File: src/rtl/ask4_pkg.sv
// Shared types and the 4-ASK level mapping for the ask4_upsampler slice.
package ask4_pkg;

  typedef logic [1:0]         sym_t;
  typedef logic signed [17:0] sample_t;

  typedef enum logic {
    IDLE = 1'b0,
    RUN  = 1'b1
  } state_t;

  localparam logic signed [19:0] SAMPLE_MAX = 20'sd131071;
  localparam logic signed [19:0] SAMPLE_MIN = -20'sd131072;

  // Gray code keeps adjacent levels one bit apart; the product is formed at 20 bits so
  // an oversized AMP clips to full scale instead of wrapping.
  function automatic sample_t map_level(input sym_t sym, input sample_t amp);
    logic signed [19:0] amp_w;
    logic signed [19:0] coef;
    logic signed [19:0] prod;
    amp_w = 20'(amp);
    case (sym)
      2'b00:   coef = -20'sd3;
      2'b01:   coef = -20'sd1;
      2'b11:   coef = 20'sd1;
      default: coef = 20'sd3;
    endcase
    prod = amp_w * coef;
    if (prod > SAMPLE_MAX) begin
      map_level = 18'sd131071;
    end else if (prod < SAMPLE_MIN) begin
      map_level = -18'sd131072;
    end else begin
      map_level = prod[17:0];
    end
  endfunction

endpackage

File: src/rtl/sym_fifo2.sv
// Two-entry symbol FIFO; a pop in the same cycle frees the slot for a push when full.
module sym_fifo2
  import ask4_pkg::*;
(
  input  logic clk,
  input  logic reset,
  input  logic push,
  input  sym_t din,
  input  logic pop,
  output sym_t dout,
  output logic full,
  output logic empty
);

  sym_t       mem [2];
  logic       wptr;
  logic       rptr;
  logic [1:0] count;
  logic       do_push;
  logic       do_pop;

  assign do_pop  = pop & ~empty;
  assign do_push = push & (~full | do_pop);
  assign dout    = mem[rptr];
  assign full    = (count == 2'd2);
  assign empty   = (count == 2'd0);

  always_ff @(posedge clk or negedge reset) begin
    if (!reset) begin
      wptr  <= 1'b0;
      rptr  <= 1'b0;
      count <= 2'd0;
    end else begin
      if (do_push) wptr <= ~wptr;
      if (do_pop)  rptr <= ~rptr;
      case ({do_push, do_pop})
        2'b10:   count <= count + 2'd1;
        2'b01:   count <= count - 2'd1;
        default: count <= count;
      endcase
    end
  end

  // Storage needs no reset: the pointers and count decide what is valid.
  always_ff @(posedge clk) begin
    if (do_push) mem[wptr] <= din;
  end

endmodule

File: src/rtl/ask4_upsampler.sv
// 4-ASK symbol mapper with zero-stuffing upsample by SPS.
// Define ASK4_PRBS_EN to source symbols from an internal PRBS-15 instead of sym_in.
module ask4_upsampler
  import ask4_pkg::*;
#(
  parameter int             SPS = 4,
  parameter logic signed [17:0] AMP = 18'sd32768
) (
  input  logic               clk,
  input  logic               reset,
  input  logic [1:0]         sym_in,
  input  logic               sym_valid,
  output logic               sym_ready,
  output logic signed [17:0] x_out,
  output logic               sym_strobe,
  output logic               underflow
);

  localparam int PW = (SPS > 1) ? $clog2(SPS) : 1;

  state_t        state;
  state_t        state_nxt;
  logic [PW-1:0] phase;
  logic [PW-1:0] phase_nxt;
  logic          ready_en;
  logic          push;
  logic          pop;
  logic          full;
  logic          empty;
  sym_t          din;
  sym_t          dout;

  // Holds the input side closed until the first edge after reset release.
  always_ff @(posedge clk or negedge reset) begin
    if (!reset) ready_en <= 1'b0;
    else        ready_en <= 1'b1;
  end

`ifdef ASK4_PRBS_EN
  localparam logic [14:0] PRBS_SEED = 15'h0001;
  localparam logic        UF_EN     = 1'b0;

  logic [14:0] lfsr;
  logic [14:0] lfsr_mid;
  logic [14:0] lfsr_nxt;
  logic        bit_a;
  logic        bit_b;

  // x^15 + x^14 + 1, stepped twice per symbol; the first bit generated is the symbol MSB.
  always_comb begin
    bit_a    = lfsr[14] ^ lfsr[13];
    lfsr_mid = {lfsr[13:0], bit_a};
    bit_b    = lfsr_mid[14] ^ lfsr_mid[13];
    lfsr_nxt = {lfsr_mid[13:0], bit_b};
  end

  always_ff @(posedge clk or negedge reset) begin
    if (!reset)    lfsr <= PRBS_SEED;
    else if (push) lfsr <= lfsr_nxt;
  end

  assign sym_ready = 1'b0;
  assign push      = ready_en & (~full | pop);
  assign din       = {bit_a, bit_b};
`else
  localparam logic UF_EN = 1'b1;

  assign sym_ready = ready_en & (~full | pop);
  assign push      = sym_valid & sym_ready;
  assign din       = sym_in;
`endif

  sym_fifo2 u_fifo (
    .clk   (clk),
    .reset (reset),
    .push  (push),
    .din   (din),
    .pop   (pop),
    .dout  (dout),
    .full  (full),
    .empty (empty)
  );

  assign pop = (state == RUN) && (phase == '0) && !empty;

  always_ff @(posedge clk or negedge reset) begin
    if (!reset) begin
      state <= IDLE;
      phase <= '0;
    end else begin
      state <= state_nxt;
      phase <= phase_nxt;
    end
  end

  always_comb begin
    state_nxt = state;
    phase_nxt = phase;
    case (state)
      IDLE: begin
        phase_nxt = '0;
        if (!empty) state_nxt = RUN;
      end
      RUN: begin
        if ((phase == '0) && empty) begin
          state_nxt = IDLE;
          phase_nxt = '0;
        end else if (phase == PW'(SPS - 1)) begin
          phase_nxt = '0;
        end else begin
          phase_nxt = phase + PW'(1);
        end
      end
      default: begin
        state_nxt = IDLE;
        phase_nxt = '0;
      end
    endcase
  end

  // Every non-symbol cycle emits a stuffed zero; a phase-0 slot with nothing queued flags underflow.
  always_ff @(posedge clk or negedge reset) begin
    if (!reset) begin
      x_out      <= '0;
      sym_strobe <= 1'b0;
      underflow  <= 1'b0;
    end else begin
      x_out      <= '0;
      sym_strobe <= 1'b0;
      underflow  <= 1'b0;
      if (pop) begin
        x_out      <= map_level(dout, AMP);
        sym_strobe <= 1'b1;
      end else if ((state == RUN) && (phase == '0)) begin
        underflow <= UF_EN;
      end
    end
  end

endmodule
File: config.mk
export PLATFORM = sky130hd
export DESIGN_NAME = ask4_upsampler
export DESIGN_NICKNAME = d
export VERILOG_FILES = /design/src/rtl/ask4_pkg.sv /design/src/rtl/sym_fifo2.sv /design/src/rtl/ask4_upsampler.sv
export SDC_FILE = /design/constraint.sdc
export NUM_CORES = 1
export LEC_CHECK = 0
export ABC_AREA = 1
export ABC_CLOCK_PERIOD_IN_PS = 1850
export BUFFER_PORTS_ARGS = -buffer_cell sky130_fd_sc_hd__buf_4
export CAP_MARGIN = 5
export CORE_UTILIZATION = 35
export DETAILED_ROUTE_END_ITERATION = 16
export MAX_ROUTING_LAYER = met4
export PLACE_DENSITY_LB_ADDON = 0.2
export SYNTH_ARGS = -nofsm -noshare
export SYNTH_HDL_FRONTEND = slang
export SYNTH_SLANG_ARGS = --single-unit
File: constraint.sdc
create_clock -name clk -period 1.85 [get_ports clk]
set_input_delay 0.185 -clock clk [delete_from_list [all_inputs] [get_ports clk]]
set_output_delay 0.185 -clock clk [all_outputs]
set_load 0.005 [all_outputs]
Word-level counts from Yosys, hierarchy flattened
Memory sizes are Yosys's and may differ from the RTL's.
Cells that the tools add are included.
Word-level totals
  memories kept: 1
  input port bits: 5
  bits in registers: 28
  logic and storage cells: 57
  output and inout port bits: 21
  RAM bits: 4
Operators by class
  reduce and logical (&&, ||, !) cells: 8
  add/sub/neg operators: 3
  multiplexer cells: 17
  order comparisons: 2
  bitwise gates (word level): 11
  equality and inequality tests: 6
Memories
  u_fifo.mem: words 2, width 2, rd ports 1, clocked after Yosys merged registers in 0, write ports 1, line sym_fifo2.sv:15  | sym_t mem [2];
Operators with widths (number)
  2-to-1 mux 18 bit: 3
  greater-than comparator 20 x 18 -> 1 bit, second input constant: 1
  < comparator 20 x 18 -> 1 bit, second input constant: 1
  one-hot mux 5 bit (3 select lines): 1
  == test 2 bit, second input constant: 4
  one-hot mux 2 bit (2 select lines): 2
  2-to-1 mux 1 bit: 7
  zero test 2 bit: 3
  2-to-1 mux 5 bit: 1
  NOT 1 bit: 5
  adder 2 x 1 -> 2 bit, second input constant: 2
  AND 1 bit: 4
  == test 2 x 1 -> 1 bit, second input constant: 2
  2-to-1 mux 2 bit: 2
  logical AND 1 bit: 3
  bitwise OR 1 bit: 2
  one-hot mux 1 bit (2 select lines): 1
  nonzero test 2 bit: 1
  subtractor 2 x 1 -> 2 bit, second input constant: 1
  zero test 1 bit: 1

Logic depth before layout (Yosys ltp)
  depth after elaboration: 9
  depth in mapped cells: 10
  depth with buffers taken out: 10

Cells and area by module
Synthesis repeated with hierarchy kept, for this count alone.
Unflattened totals
  cells, all modules: 96
  area, all modules: 875.8 um^2
Modules (own cells, without submodules)
  ask4_upsampler: times used 1, area each 500.5 um^2, cells each 56, seq. area each 200.2 um^2
  sym_fifo2: times used 1, area each 375.4 um^2, cells each 40, seq. area each 220.2 um^2

Worst setup path after synthesis
OpenSTA, ideal clock, no wires.
  path kind: flip-flop to flip-flop
  start: register phase[0]
  end: register u_fifo.count[1]
  stages on the path, launching flop included: 10
  buffers on the path: 0
  library setup time: 123 ps
  setup slack: 325 ps
  clock period less this slack: 1525 ps
  arrival time: 1402 ps
  required time: 1727 ps
  cells stage by stage: dfrtp_1 inv_1 ha_1 nand2_2 nand3_2 nand3_2 ha_1 inv_1 nand3_1 xor2_1
On the way
  cells in the longest elaborated chain, start to end: 9
  elaborated cells on any way between the ends: 13
  classes of those cells: eq/ne (2); mux (1); bitwise (6); reduce/logical (4)
Ends and longest elaborated chain
  from (decl): line ask4_upsampler.sv:23  | logic [PW-1:0] phase;
  from (signal assigned): line ask4_upsampler.sv:92  | phase <= phase_nxt;
  zero test 2 bit *: line ask4_upsampler.sv:84  | assign pop = (state == RUN) && (phase == '0) && !empty;
  logical AND 1 bit * (2 in a row): line ask4_upsampler.sv:84
  bitwise OR 1 bit: line ask4_upsampler.sv:68  | assign sym_ready = ready_en & (~full | pop);
  AND 1 bit: line ask4_upsampler.sv:68
  AND 1 bit: line ask4_upsampler.sv:69  | assign push = sym_valid & sym_ready;
  AND 1 bit: line sym_fifo2.sv:23  | assign do_push = push & (~full | do_pop);
  == test 2 x 1 -> 1 bit or == test 2 bit (tied branches): line sym_fifo2.sv:36  | case ({do_push, do_pop})
  one-hot mux 2 bit (2 select lines) or nonzero test 2 bit (tied branches)
  to (signal assigned): line sym_fifo2.sv:37  | 2'b10: count <= count + 2'd1;
  to (signal assigned): line sym_fifo2.sv:38  | 2'b01: count <= count - 2'd1;
  to (signal assigned): line sym_fifo2.sv:39  | default: count <= count;
  to (decl): line sym_fifo2.sv:18  | logic [1:0] count;
Mark *: on every way between the ends. The rest lies on a longest branch, timed or not.
A chain may end at the register's enable or synchronous reset.

Final worst setup path
Ends and elaborated chain as after synthesis.

==> impl_metrics.json <==
{
  "status": "finished, final reports clean",
  "multi_input_area_um2": 272.8,
  "yosysUniqueCellTypes": 19,
  "die_h_um": 50.32,
  "placementRows": 17,
  "final_nets": 107,
  "clk_path_buf_depth": 2,
  "clockRootBuffer": "clkbuf_4",
  "arrival_ns": 1.81,
  "gp_congestion": 0.7051,
  "reg2reg_from": "phase[0]",
  "dieArea_um2": 2532,
  "grt_use_total_pct": 9.067,
  "grt_setup_unrepaired": "no",
  "crit_end": "u_fifo.count[1]",
  "core_um2": 2212,
  "crit_family": "adder cells",
  "drt_pass1_iterations": 4,
  "initial_utilization_pct": 36.93,
  "setup_tns_ns": 0,
  "slowest_stage": "dfrtp_1",
  "grt_pass1_wl_mm": 1.649,
  "grt_max_degree": 13,
  "setup_slack_ns": 0.2168,
  "ys_ff_latch": 16,
  "fp.dieW_um": 50.32,
  "design_area_um2": 905.9,
  "ir_drop_mv": 0.7120,
  "cts_tree": "built",
  "grt_pass1_vias": 433,
  "layout-drive-gt1-share_pct": 19.39,
  "yosysTopAreaCell": "dfrtp_1",
  "drtIter0Drc": 7,
  "clk-insertion-delay-late_ns": 0.28,
  "htree_num_levels": 1,
  "numClockSinks": 16,
  "synth_warnings": 0,
  "wl_per_cell_um": 7.349,
  "cp-end-kind": "flop",
  "netlist_area_um2": 817.0,
  "required_ns": 2.03,
  "crit_type": "flop to flop",
  "r2r_slack_ns": 0.22,
  "setup_viol_count_final": 0,
  "antenna_left": 0,
  "max_freq_mhz": 612.3,
  "path_cells": "inv_1 > ha_1 > nand2_2 > nand3_2 > nand3_2 > ha_1 > inv_1 > nand3_1 > xor2_1",
  "hold_class": "input pin to flop",
  "p_leak_nw": 0.5042,
  "vias": 488,
  "portBuffers": 10,
  "diodes": 0,
  "boundaryPins": 26,
  "drc": 0,
  "area_growth_pct": 10.87,
  "powerDensity_nw_per_um2": 1455,
  "antenna_found_initial": 0,
  "r2r_cells": 9,
  "fin_skew_ns": 0.0006850,
  "final_common_cell": "conb_1",
  "r2r-end": "u_fifo.count[1]",
  "critPathMaxFanout": 3,
  "syn_inst": 85,
  "hold_viol": 0,
  "slew_viol_final": 0,
  "fill_cells": 223,
  "synth_top_area_share_pct": 36.75,
  "grt_overflow": 0,
  "startpoint_type": "flop",
  "finalCritPeriodShare_pct": 88.28,
  "cts-buffers-inserted": 3,
  "wl_um": 926,
  "cts_setup_buffers": 0,
  "crit_path_max_incr_delay_ns": 0.41,
  "path_clk_slew_ns": 0.09,
  "dp_hpwl_um": 721.5,
  "syn_avg_cell_area_um2": 9.612,
  "place_area_um2": 859.6,
  "crit_path_start": "phase[0]",
  "yosys-top-cells-area": "dfrtp_1, buf_4, edfxtp_1",
  "max_cap_viol_count": 0,
  "vias_per_cell": 3.873,
  "layout_common_cells": "conb_1, inv_1, nand2_1, dfrtp_1, buf_4",
  "cp_num_buf_inv": 2,
  "regArea_um2": 420.4,
  "path_depth": 9,
  "yosysSeqAreaShare_pct": 51.45,
  "dp_slack_ns": 0.2046,
  "period_needed_ns": 1.633
}
through the flow:
step | hold WS (ns) | std cells | utilization, % | total power [mW]
5_1_grt | 0.07355 | 126 | 40.95 | 1.444
6_report | 0.08261 | 126 | 40.95 | 1.318
4_1_cts | 0.07538 | 126 | 40.95 | 1.338
3_3_place_gp | 0.03324 | 121 | 38.86 | 1.094
3_5_place_dp | 0.03171 | 121 | 38.86 | 1.103
2_1_floorplan | -0.1106 | 99 | - | 0.9803
worst min path at each step:
stage	start	end	slack [ns]	cells past startpoint
after detailed placement	reset	ready_en	0.03	1
final	sym_in[0]	u_fifo.mem[0][0]	0.08	1
after global routing	sym_in[1]	u_fifo.mem[1][1]	0.07	1
after floorplan	reset	phase[0]	-0.11	0
after global placement	reset	ready_en	0.03	1
after CTS	sym_in[0]	u_fifo.mem[1][0]	0.08	1
power by group:
group / internal [mW] / total [mW] / switching (mW)
registers: 0.493 / 0.577 / 0.0830
logic: 0.237 / 0.513 / 0.276
clock network: 0.120 / 0.228 / 0.109
sequential cells by signal (all words and copies together), names as in the netlist:
name          count
phase             2
ready_en          1
state             1
u_fifo.count      2
u_fifo.mem        4
u_fifo.rptr       1
u_fifo.wptr       1
underflow         1
x_out             3
cell usage after synthesis, drive strengths merged:
| master | count |
|---|---|
| buf | 16 |
| nand2 | 16 |
| inv | 15 |
| dfrtp | 12 |
| nor2 | 6 |
| edfxtp | 4 |
| ha | 3 |
| nand3 | 3 |
| and2 | 2 |
| conb | 2 |
| xor2 | 2 |
| nand4 | 1 |
| nor3 | 1 |
| o21ai | 1 |
| xnor2 | 1 |
what timing repair did:
item,4_1_cts,5_1_grt
hold buffers,1,0
resized for setup,0,0
endpoints found under the hold margin,12,0
routing by layer:
metal  GRT usage [%]  wire (um)  vias up
met1           9.696        429      218
met2           14.67        415       21
met5               -          0        -
li1                -          -      247
met4           5.556         19        0
met3           2.727         61        2
cell families (layout without fill, tap and decap cells):
| group | count (synthesis) | count (layout) | share of synthesized area, % |
|---|---|---|---|
| buffers and inverters | 31 | 30 | 21.59 |
| other | 2 | 16 | 0.9192 |
| and+or+nand+nor | 29 | 29 | 17.61 |
| adders and majority gates | 3 | 3 | 4.595 |
| AOI/OAI and AO/OA | 1 | 1 | 0.6120 |
| DFF | 16 | 16 | 51.46 |
| xor gates and xnor gates | 3 | 3 | 3.217 |
cell type report:
type,instances,share of cell area [%]
multi-input cells,52,30.11
inverters,15,6.215
well taps,28,3.867
flip-flops and latches,16,46.41
repair buffers,11,9.392
clock buffers,4,4.006
worst reg2reg max path: stages (launching register included):
cell and delay (ns):
dfrtp_1 0.41, inv_1 0.06, ha_1 0.19, nand2_2 0.09
nand3_2 0.09, nand3_2 0.09, ha_1 0.31, inv_1 0.06
nand3_1 0.08, xor2_1 0.14
No activity file was read; power rests on OpenSTA's default activity.
